**src/rtl/mem_port_arbiter_pkg.sv**
```systemverilog
// Shared definitions for the instruction/data memory port arbiter.
package mem_port_arbiter_pkg;

    localparam int unsigned DEF_WORD_W = 16;
    localparam int unsigned DEF_ADDR_W = 16;

    typedef enum logic [1:0] {
        ST_IDLE = 2'd0,
        ST_I_RD = 2'd1,
        ST_D_RD = 2'd2,
        ST_D_WR = 2'd3
    } state_e;

    typedef enum logic {
        REQ_I = 1'b0,
        REQ_D = 1'b1
    } req_e;

endpackage

```
**src/rtl/mem_port_arbiter_if.sv**
```systemverilog
// Requester and memory-side signals of the shared memory port.
interface mem_port_arbiter_if
    import mem_port_arbiter_pkg::*;
#(
    parameter int unsigned WORD_W = DEF_WORD_W,
    parameter int unsigned ADDR_W = DEF_ADDR_W
);

    logic              i_req;
    logic [ADDR_W-1:0] i_addr;
    logic              d_req;
    logic              d_we;
    logic [ADDR_W-1:0] d_addr;
    logic [WORD_W-1:0] d_wdata;
    logic              i_done;
    logic              d_done;
    logic [WORD_W-1:0] rdata;
    logic              readM;
    logic              writeM;
    logic [ADDR_W-1:0] address;
    logic [WORD_W-1:0] wdata;
    logic              addr_sel;
    logic              inputReady;
    logic [WORD_W-1:0] mem_rdata;
    logic              ackOutput;

    // Arbiter side
    modport slave (
        input  i_req, i_addr, d_req, d_we, d_addr, d_wdata,
        input  inputReady, mem_rdata, ackOutput,
        output i_done, d_done, rdata, readM, writeM, address, wdata, addr_sel
    );

    // CPU datapath/control and memory model side
    modport master (
        output i_req, i_addr, d_req, d_we, d_addr, d_wdata,
        output inputReady, mem_rdata, ackOutput,
        input  i_done, d_done, rdata, readM, writeM, address, wdata, addr_sel
    );

endinterface

```
**src/rtl/mem_port_arbiter_mux_2_to_1.sv**
```systemverilog
// Team 2:1 mux: sel=0 passes a, sel=1 passes b.
module mux_2_to_1 #(
    parameter int unsigned W = 16
) (
    input  logic         sel,
    input  logic [W-1:0] a,
    input  logic [W-1:0] b,
    output logic [W-1:0] y_c
);

    assign y_c = sel ? b : a;

endmodule

```
**src/rtl/mem_port_arbiter.sv**
```systemverilog
// Round-robin arbiter sharing one memory port between fetch (I) and data (D)
// requesters; sequences the readM/writeM handshake and returns data + done.
module mem_port_arbiter
    import mem_port_arbiter_pkg::*;
#(
    parameter int unsigned WORD_W = DEF_WORD_W,
    parameter int unsigned ADDR_W = DEF_ADDR_W
) (
    input  logic                clk,
    input  logic                reset_n,
    mem_port_arbiter_if.slave   bus
);

    state_e            state, state_nxt;
    req_e              last, last_nxt;
    logic              read_q, read_nxt;
    logic              write_q, write_nxt;
    logic              i_done_q, i_done_nxt;
    logic              d_done_q, d_done_nxt;
    logic              addr_sel_q, addr_sel_nxt;
    logic [ADDR_W-1:0] address_q, address_nxt;
    logic [WORD_W-1:0] wdata_q, wdata_nxt;
    logic [WORD_W-1:0] rdata_q, rdata_nxt;

    logic              grant_i_c;
    logic              grant_d_c;
    logic [ADDR_W-1:0] grant_addr_c;

    // D wins when it is alone or when I was served last; otherwise I wins.
    assign grant_d_c = bus.d_req && (!bus.i_req || (last == REQ_I));
    assign grant_i_c = bus.i_req && !grant_d_c;

    mux_2_to_1 #(.W(ADDR_W)) u_addr_mux (
        .sel (grant_d_c),
        .a   (bus.i_addr),
        .b   (bus.d_addr),
        .y_c (grant_addr_c)
    );

    // State and output registers
    always_ff @(posedge clk or negedge reset_n) begin
        if (!reset_n) begin
            state      <= ST_IDLE;
            last       <= REQ_D;
            read_q     <= 1'b0;
            write_q    <= 1'b0;
            i_done_q   <= 1'b0;
            d_done_q   <= 1'b0;
            addr_sel_q <= 1'b0;
            address_q  <= '0;
            wdata_q    <= '0;
            rdata_q    <= '0;
        end else begin
            state      <= state_nxt;
            last       <= last_nxt;
            read_q     <= read_nxt;
            write_q    <= write_nxt;
            i_done_q   <= i_done_nxt;
            d_done_q   <= d_done_nxt;
            addr_sel_q <= addr_sel_nxt;
            address_q  <= address_nxt;
            wdata_q    <= wdata_nxt;
            rdata_q    <= rdata_nxt;
        end
    end

    // Next-state and next-output logic
    always_comb begin
        state_nxt    = state;
        last_nxt     = last;
        read_nxt     = read_q;
        write_nxt    = write_q;
        i_done_nxt   = 1'b0;
        d_done_nxt   = 1'b0;
        addr_sel_nxt = addr_sel_q;
        address_nxt  = address_q;
        wdata_nxt    = wdata_q;
        rdata_nxt    = rdata_q;

        unique case (state)
            ST_IDLE: begin
                if (grant_i_c) begin
                    state_nxt    = ST_I_RD;
                    last_nxt     = REQ_I;
                    read_nxt     = 1'b1;
                    addr_sel_nxt = 1'b0;
                    address_nxt  = grant_addr_c;
                end else if (grant_d_c) begin
                    last_nxt     = REQ_D;
                    addr_sel_nxt = 1'b1;
                    address_nxt  = grant_addr_c;
                    wdata_nxt    = bus.d_wdata;
                    if (bus.d_we) begin
                        state_nxt = ST_D_WR;
                        write_nxt = 1'b1;
                    end else begin
                        state_nxt = ST_D_RD;
                        read_nxt  = 1'b1;
                    end
                end
            end
            ST_I_RD: begin
                if (bus.inputReady) begin
                    state_nxt  = ST_IDLE;
                    read_nxt   = 1'b0;
                    rdata_nxt  = bus.mem_rdata;
                    i_done_nxt = 1'b1;
                end
            end
            ST_D_RD: begin
                if (bus.inputReady) begin
                    state_nxt  = ST_IDLE;
                    read_nxt   = 1'b0;
                    rdata_nxt  = bus.mem_rdata;
                    d_done_nxt = 1'b1;
                end
            end
            ST_D_WR: begin
                if (bus.ackOutput) begin
                    state_nxt  = ST_IDLE;
                    write_nxt  = 1'b0;
                    d_done_nxt = 1'b1;
                end
            end
            default: state_nxt = ST_IDLE;
        endcase
    end

    assign bus.readM    = read_q;
    assign bus.writeM   = write_q;
    assign bus.i_done   = i_done_q;
    assign bus.d_done   = d_done_q;
    assign bus.addr_sel = addr_sel_q;
    assign bus.address  = address_q;
    assign bus.wdata    = wdata_q;
    assign bus.rdata    = rdata_q;

endmodule
```
**src/flat_wrapper.sv**
```systemverilog
// flat-port wrapper written by rule: the top's interface ports become plain ports
module mem_port_arbiter_flat import mem_port_arbiter_pkg::*;
#(
    parameter int unsigned WORD_W = DEF_WORD_W,
    parameter int unsigned ADDR_W = DEF_ADDR_W
)
  (clk, reset_n, bus_i_req, bus_i_addr, bus_d_req, bus_d_we, bus_d_addr, bus_d_wdata, bus_inputReady, bus_mem_rdata, bus_ackOutput, bus_i_done, bus_d_done, bus_rdata, bus_readM, bus_writeM, bus_address, bus_wdata, bus_addr_sel);
  mem_port_arbiter_if #(.WORD_W(WORD_W), .ADDR_W(ADDR_W)) bus_i ();
  input  logic clk;
  input  logic reset_n;
  input wire logic [$bits(bus_i.i_req)-1:0] bus_i_req;
  input wire logic [$bits(bus_i.i_addr)-1:0] bus_i_addr;
  input wire logic [$bits(bus_i.d_req)-1:0] bus_d_req;
  input wire logic [$bits(bus_i.d_we)-1:0] bus_d_we;
  input wire logic [$bits(bus_i.d_addr)-1:0] bus_d_addr;
  input wire logic [$bits(bus_i.d_wdata)-1:0] bus_d_wdata;
  input wire logic [$bits(bus_i.inputReady)-1:0] bus_inputReady;
  input wire logic [$bits(bus_i.mem_rdata)-1:0] bus_mem_rdata;
  input wire logic [$bits(bus_i.ackOutput)-1:0] bus_ackOutput;
  output wire logic [$bits(bus_i.i_done)-1:0] bus_i_done;
  output wire logic [$bits(bus_i.d_done)-1:0] bus_d_done;
  output wire logic [$bits(bus_i.rdata)-1:0] bus_rdata;
  output wire logic [$bits(bus_i.readM)-1:0] bus_readM;
  output wire logic [$bits(bus_i.writeM)-1:0] bus_writeM;
  output wire logic [$bits(bus_i.address)-1:0] bus_address;
  output wire logic [$bits(bus_i.wdata)-1:0] bus_wdata;
  output wire logic [$bits(bus_i.addr_sel)-1:0] bus_addr_sel;
  assign bus_i.i_req = bus_i_req;
  assign bus_i.i_addr = bus_i_addr;
  assign bus_i.d_req = bus_d_req;
  assign bus_i.d_we = bus_d_we;
  assign bus_i.d_addr = bus_d_addr;
  assign bus_i.d_wdata = bus_d_wdata;
  assign bus_i.inputReady = bus_inputReady;
  assign bus_i.mem_rdata = bus_mem_rdata;
  assign bus_i.ackOutput = bus_ackOutput;
  assign bus_i_done = bus_i.i_done;
  assign bus_d_done = bus_i.d_done;
  assign bus_rdata = bus_i.rdata;
  assign bus_readM = bus_i.readM;
  assign bus_writeM = bus_i.writeM;
  assign bus_address = bus_i.address;
  assign bus_wdata = bus_i.wdata;
  assign bus_addr_sel = bus_i.addr_sel;
  mem_port_arbiter #(.WORD_W(WORD_W), .ADDR_W(ADDR_W)) u_core (.clk(clk), .reset_n(reset_n), .bus(bus_i));
endmodule
```
**config.mk**
```make
export PLATFORM = sky130hd
export DESIGN_NAME = mem_port_arbiter_flat
export DESIGN_NICKNAME = d
export VERILOG_FILES = /design/src/rtl/mem_port_arbiter_pkg.sv /design/src/rtl/mem_port_arbiter_if.sv /design/src/rtl/mem_port_arbiter_mux_2_to_1.sv /design/src/rtl/mem_port_arbiter.sv /design/src/flat_wrapper.sv
export SDC_FILE = /design/constraint.sdc
export NUM_CORES = 1
export LEC_CHECK = 0
export ABC_AREA = 1
export CAP_MARGIN = 5
export CORE_MARGIN = 4
export CORE_UTILIZATION = 45
export CTS_BUF_LIST = sky130_fd_sc_hd__clkbuf_4
export CTS_CLUSTER_SIZE = 28
export DETAILED_ROUTE_END_ITERATION = 7
export PLACE_DENSITY = 0.85
export SETUP_SLACK_MARGIN = 0.02
export SYNTH_ARGS = -nofsm -noshare
export SYNTH_HDL_FRONTEND = slang
export SYNTH_SLANG_ARGS = --single-unit
```
**constraint.sdc**
```tcl
create_clock -name clk -period 3.6 [get_ports clk]
set_clock_uncertainty 0.05 [all_clocks]
set_input_delay 0.9 -clock clk [delete_from_list [all_inputs] [get_ports clk]]
set_output_delay 0.9 -clock clk [all_outputs]
set_load 0.05 [all_outputs]
```
==> flow_summary.json <==
{
  "status": "finished clean",
  "power.switching_w": 0.00193,
  "critPathKind": "reg -> out",
  "max-clock-path-buffers": 2,
  "syn_area_per_cell_um2": 9.68,
  "max_slew.worst_pin.slew_ns": 0.561,
  "crit_arrival_ns": 1.60,
  "cts_root_buffer": "clkbuf_4",
  "ant_nets_after_route": 0,
  "ir_drop_mv": 0.469,
  "fp.dieH_um": 83.1,
  "drc_errors": 0,
  "design.portCount": 124,
  "power_frac_clock_pct": 7.3,
  "port_buffers": 123,
  "drive_above_1_share_pct": 12.2,
  "holdCritPathClass": "in -> async",
  "max_slew_vio_count": 0,
  "worstPathMaxFanout": 2,
  "cts.clk_slew.worst_paths_ns": 0.17,
  "routed_wirelength_um": 5750,
  "finish.net_count": 460,
  "synthDominantAreaCellType": "dfrtp_1",
  "hold_slack_ns": 0.383,
  "power_leakage_nw": 1.77,
  "die_width_um": 83.1,
  "wire_per_inst_um": 12.6,
  "worst_slew_margin_rel_pct": 62.5,
  "register_area_um2": 1400,
  "yosys_warnings": 0,
  "layout_min_cycle_time_ns": 2.55,
  "required_ns": 2.65,
  "synth.ff_latch_count": 56,
  "postSynthCellCount": 262,
  "critical_path_buf_inv_count": 1,
  "combPwrFrac_pct": 63.6,
  "initial_core_util_pct": 46.3,
  "share_seq_of_total_power_pct": 29.1,
  "drt_iter0_markers": 42,
  "global_route.usage.total_pct": 17.0,
  "placedCellCount": 449,
  "critical_path.startpoint_type": "flop",
  "cap_violations": 0,
  "rows": 27,
  "maximum_achievable_frequency_mhz": 392,
  "nFillCells": 418,
  "timing.critical_path.to_type": "output pin",
  "yosysUniqueCellTypes": 21,
  "final-hold-violation-count": 0,
  "power.density_nw_per_um2": 980,
  "timing.critical_path.slowest_stage_cell": "clkdlybuf4s50_1",
  "cts_setup_buffers": 0,
  "tritoncts": "yes",
  "grt_overflow": 0,
  "clkLatencyLatePin_ns": 0.38,
  "finalSetupViolations": 0,
  "cts_buffers": 5,
  "antenna_found_initial": 0,
  "route.detailed.vias_per_inst": 4.59,
  "cts.sinks": 56,
  "resized_cells_post_cts": 0,
  "grt_pass1_wl_um": 9700,
  "critical_path.cell_chain": "clkdlybuf4s50_1",
  "die-area_um2": 6900,
  "final.setup.tns_ns": 0,
  "final.period_utilization_pct": 70.8,
  "area_growth_syn_to_layout_pct": 52.0,
  "synth.cell_area_um2": 2540,
  "grt_start_max_net_pins": 37,
  "power.share.switching_pct": 51.0,
  "vias": 2098,
  "worst_path_largest_cell_delay_ns": 0.82,
  "num_antenna_cells": 0,
  "power.internal_w": 0.00185,
  "detailedPlacementHpwl_um": 4520,
  "h_tree_lvl_count": 2,
  "grt_setup_unrepaired": "no",
  "stdcell_count": 457,
  "core_area_um2": 5470,
  "last_weighted_congestion_value_of_the_routability_driven_placer": 0.785,
  "synth_top_area_share_pct": 54.3,
  "multi_input_comb_area_um2": 896,
  "firstDrtPassIters": 4,
  "synth_top_cells_by_area": "dfrtp_1 54%, o21ai_0 7.7%, mux2_2 7.1%, nand2_1 7.1%, inv_1 6.5%",
  "yosysSeqAreaShare_pct": 55.3,
  "cp_top_family": "buffers and inverters",
  "syn_nets": 338,
  "via_count_of_the_first_global_routing_pass": 2133,
  "hold_buffers": 0
}
-- power by group through the flow --
stage	Clock [W]	Combinational (W)	Sequential, W
3_3_place_gp	0	0.00238	0.00110
4_1_cts	0.000284	0.00243	0.00110
6_report	0.000275	0.00240	0.00110
5_1_grt	0.000311	0.00255	0.00114
2_1_floorplan	0	0.000652	0.00211
3_5_place_dp	0	0.00242	0.00112
-- metal layers --
metal	wire length [um]	GRT usage (%)	part of all wire (%)	vias up
met1	2460	20.4	43	955
met3	402	4.86	7.0	7
met2	2800	29.5	49	77
li1	-	-	-	1059
met4	87	5.05	1.5	0
met5	0	0	0	-
-- logic make-up after synthesis --
kind of cell	count (synthesis)	synth area share [%]
AO/OA/AOI/OAI	57	13.6
adder cells (fa/ha/maj)	5	2.47
flip-flops	56	55.3
multiplexers	16	7.10
AND/OR/NAND/NOR	74	12.2
buffers and inverters	54	9.37
-- path summary, 6_finish.rpt --
path	startpoint	to	slack, ns	cells after the start
setup / recovery	u_core.bus.address[14]	bus_address[14]	1.05	1
hold / removal	reset_n	u_core.bus.rdata[13]	0.38	1
setup reg to reg	u_core.state[1]	u_core.bus.wdata[11]	1.72	4
hold reg to reg	u_core.last	u_core.last	0.45	2
max in group asynchronous	reset_n	u_core.last	2.28	2
min in group clk	u_core.last	u_core.last	0.45	2
-- registers in the layout (all words and copies together), names as in the netlist --
signal	cells
u_core.bus.readM	1
u_core.bus.i_done	1
u_core.bus.writeM	1
u_core.bus.wdata	16
u_core.last	1
u_core.bus.addr_sel	1
u_core.bus.rdata	16
u_core.state	2
u_core.bus.address	16
u_core.bus.d_done	1
-- cell usage in the layout (no fill, tap or decap), drive strengths merged, types with 3 or more instances in the layout --
cell type and count:
buf 3, dfrtp 55, clkdlybuf4s50 122, ha 5, nand3 5, nand2 51, clkbuf 5, a21oi 17
o21ai 39, inv 44, nor2 17, mux2 16
-- per-stage QoR --
step | area (um^2) | util (%) | setup WS [ns] | power [W]
after detailed placement | 3790 | 69.3 | 1.01 | 0.00354
after floorplan | 2540 | - | 1.87 | 0.00276
final | 3860 | 70.5 | 1.05 | 0.00378
after CTS | 3860 | 70.5 | 1.04 | 0.00381
after global routing | 3860 | 70.5 | 0.981 | 0.00400
after global placement | 3790 | 69.3 | 1.10 | 0.00348
-- cells in the mapped netlist (all sizes together) --
| cell | count |
|---|---|
| dfrtp | 55 |
| nand2 | 51 |
| inv | 44 |
| o21ai | 39 |
| a21oi | 17 |
| nor2 | 17 |
| mux2 | 16 |
| buf | 5 |
| clkbuf | 5 |
| ha | 5 |
| nand3 | 5 |
| a21boi | 1 |
| dfstp | 1 |
| nand4 | 1 |
-- area by class of cell --
cell class                 count  area share (%)
timing repair buffer         125            32.2
clock buffer                   5           0.973
inverter                      44            4.28
sequential                    56            36.4
clock inverter                 3           0.616
tap                           72            2.34
multi-input combinational    152            23.2
No activity file was read; power rests on OpenSTA's default activity.
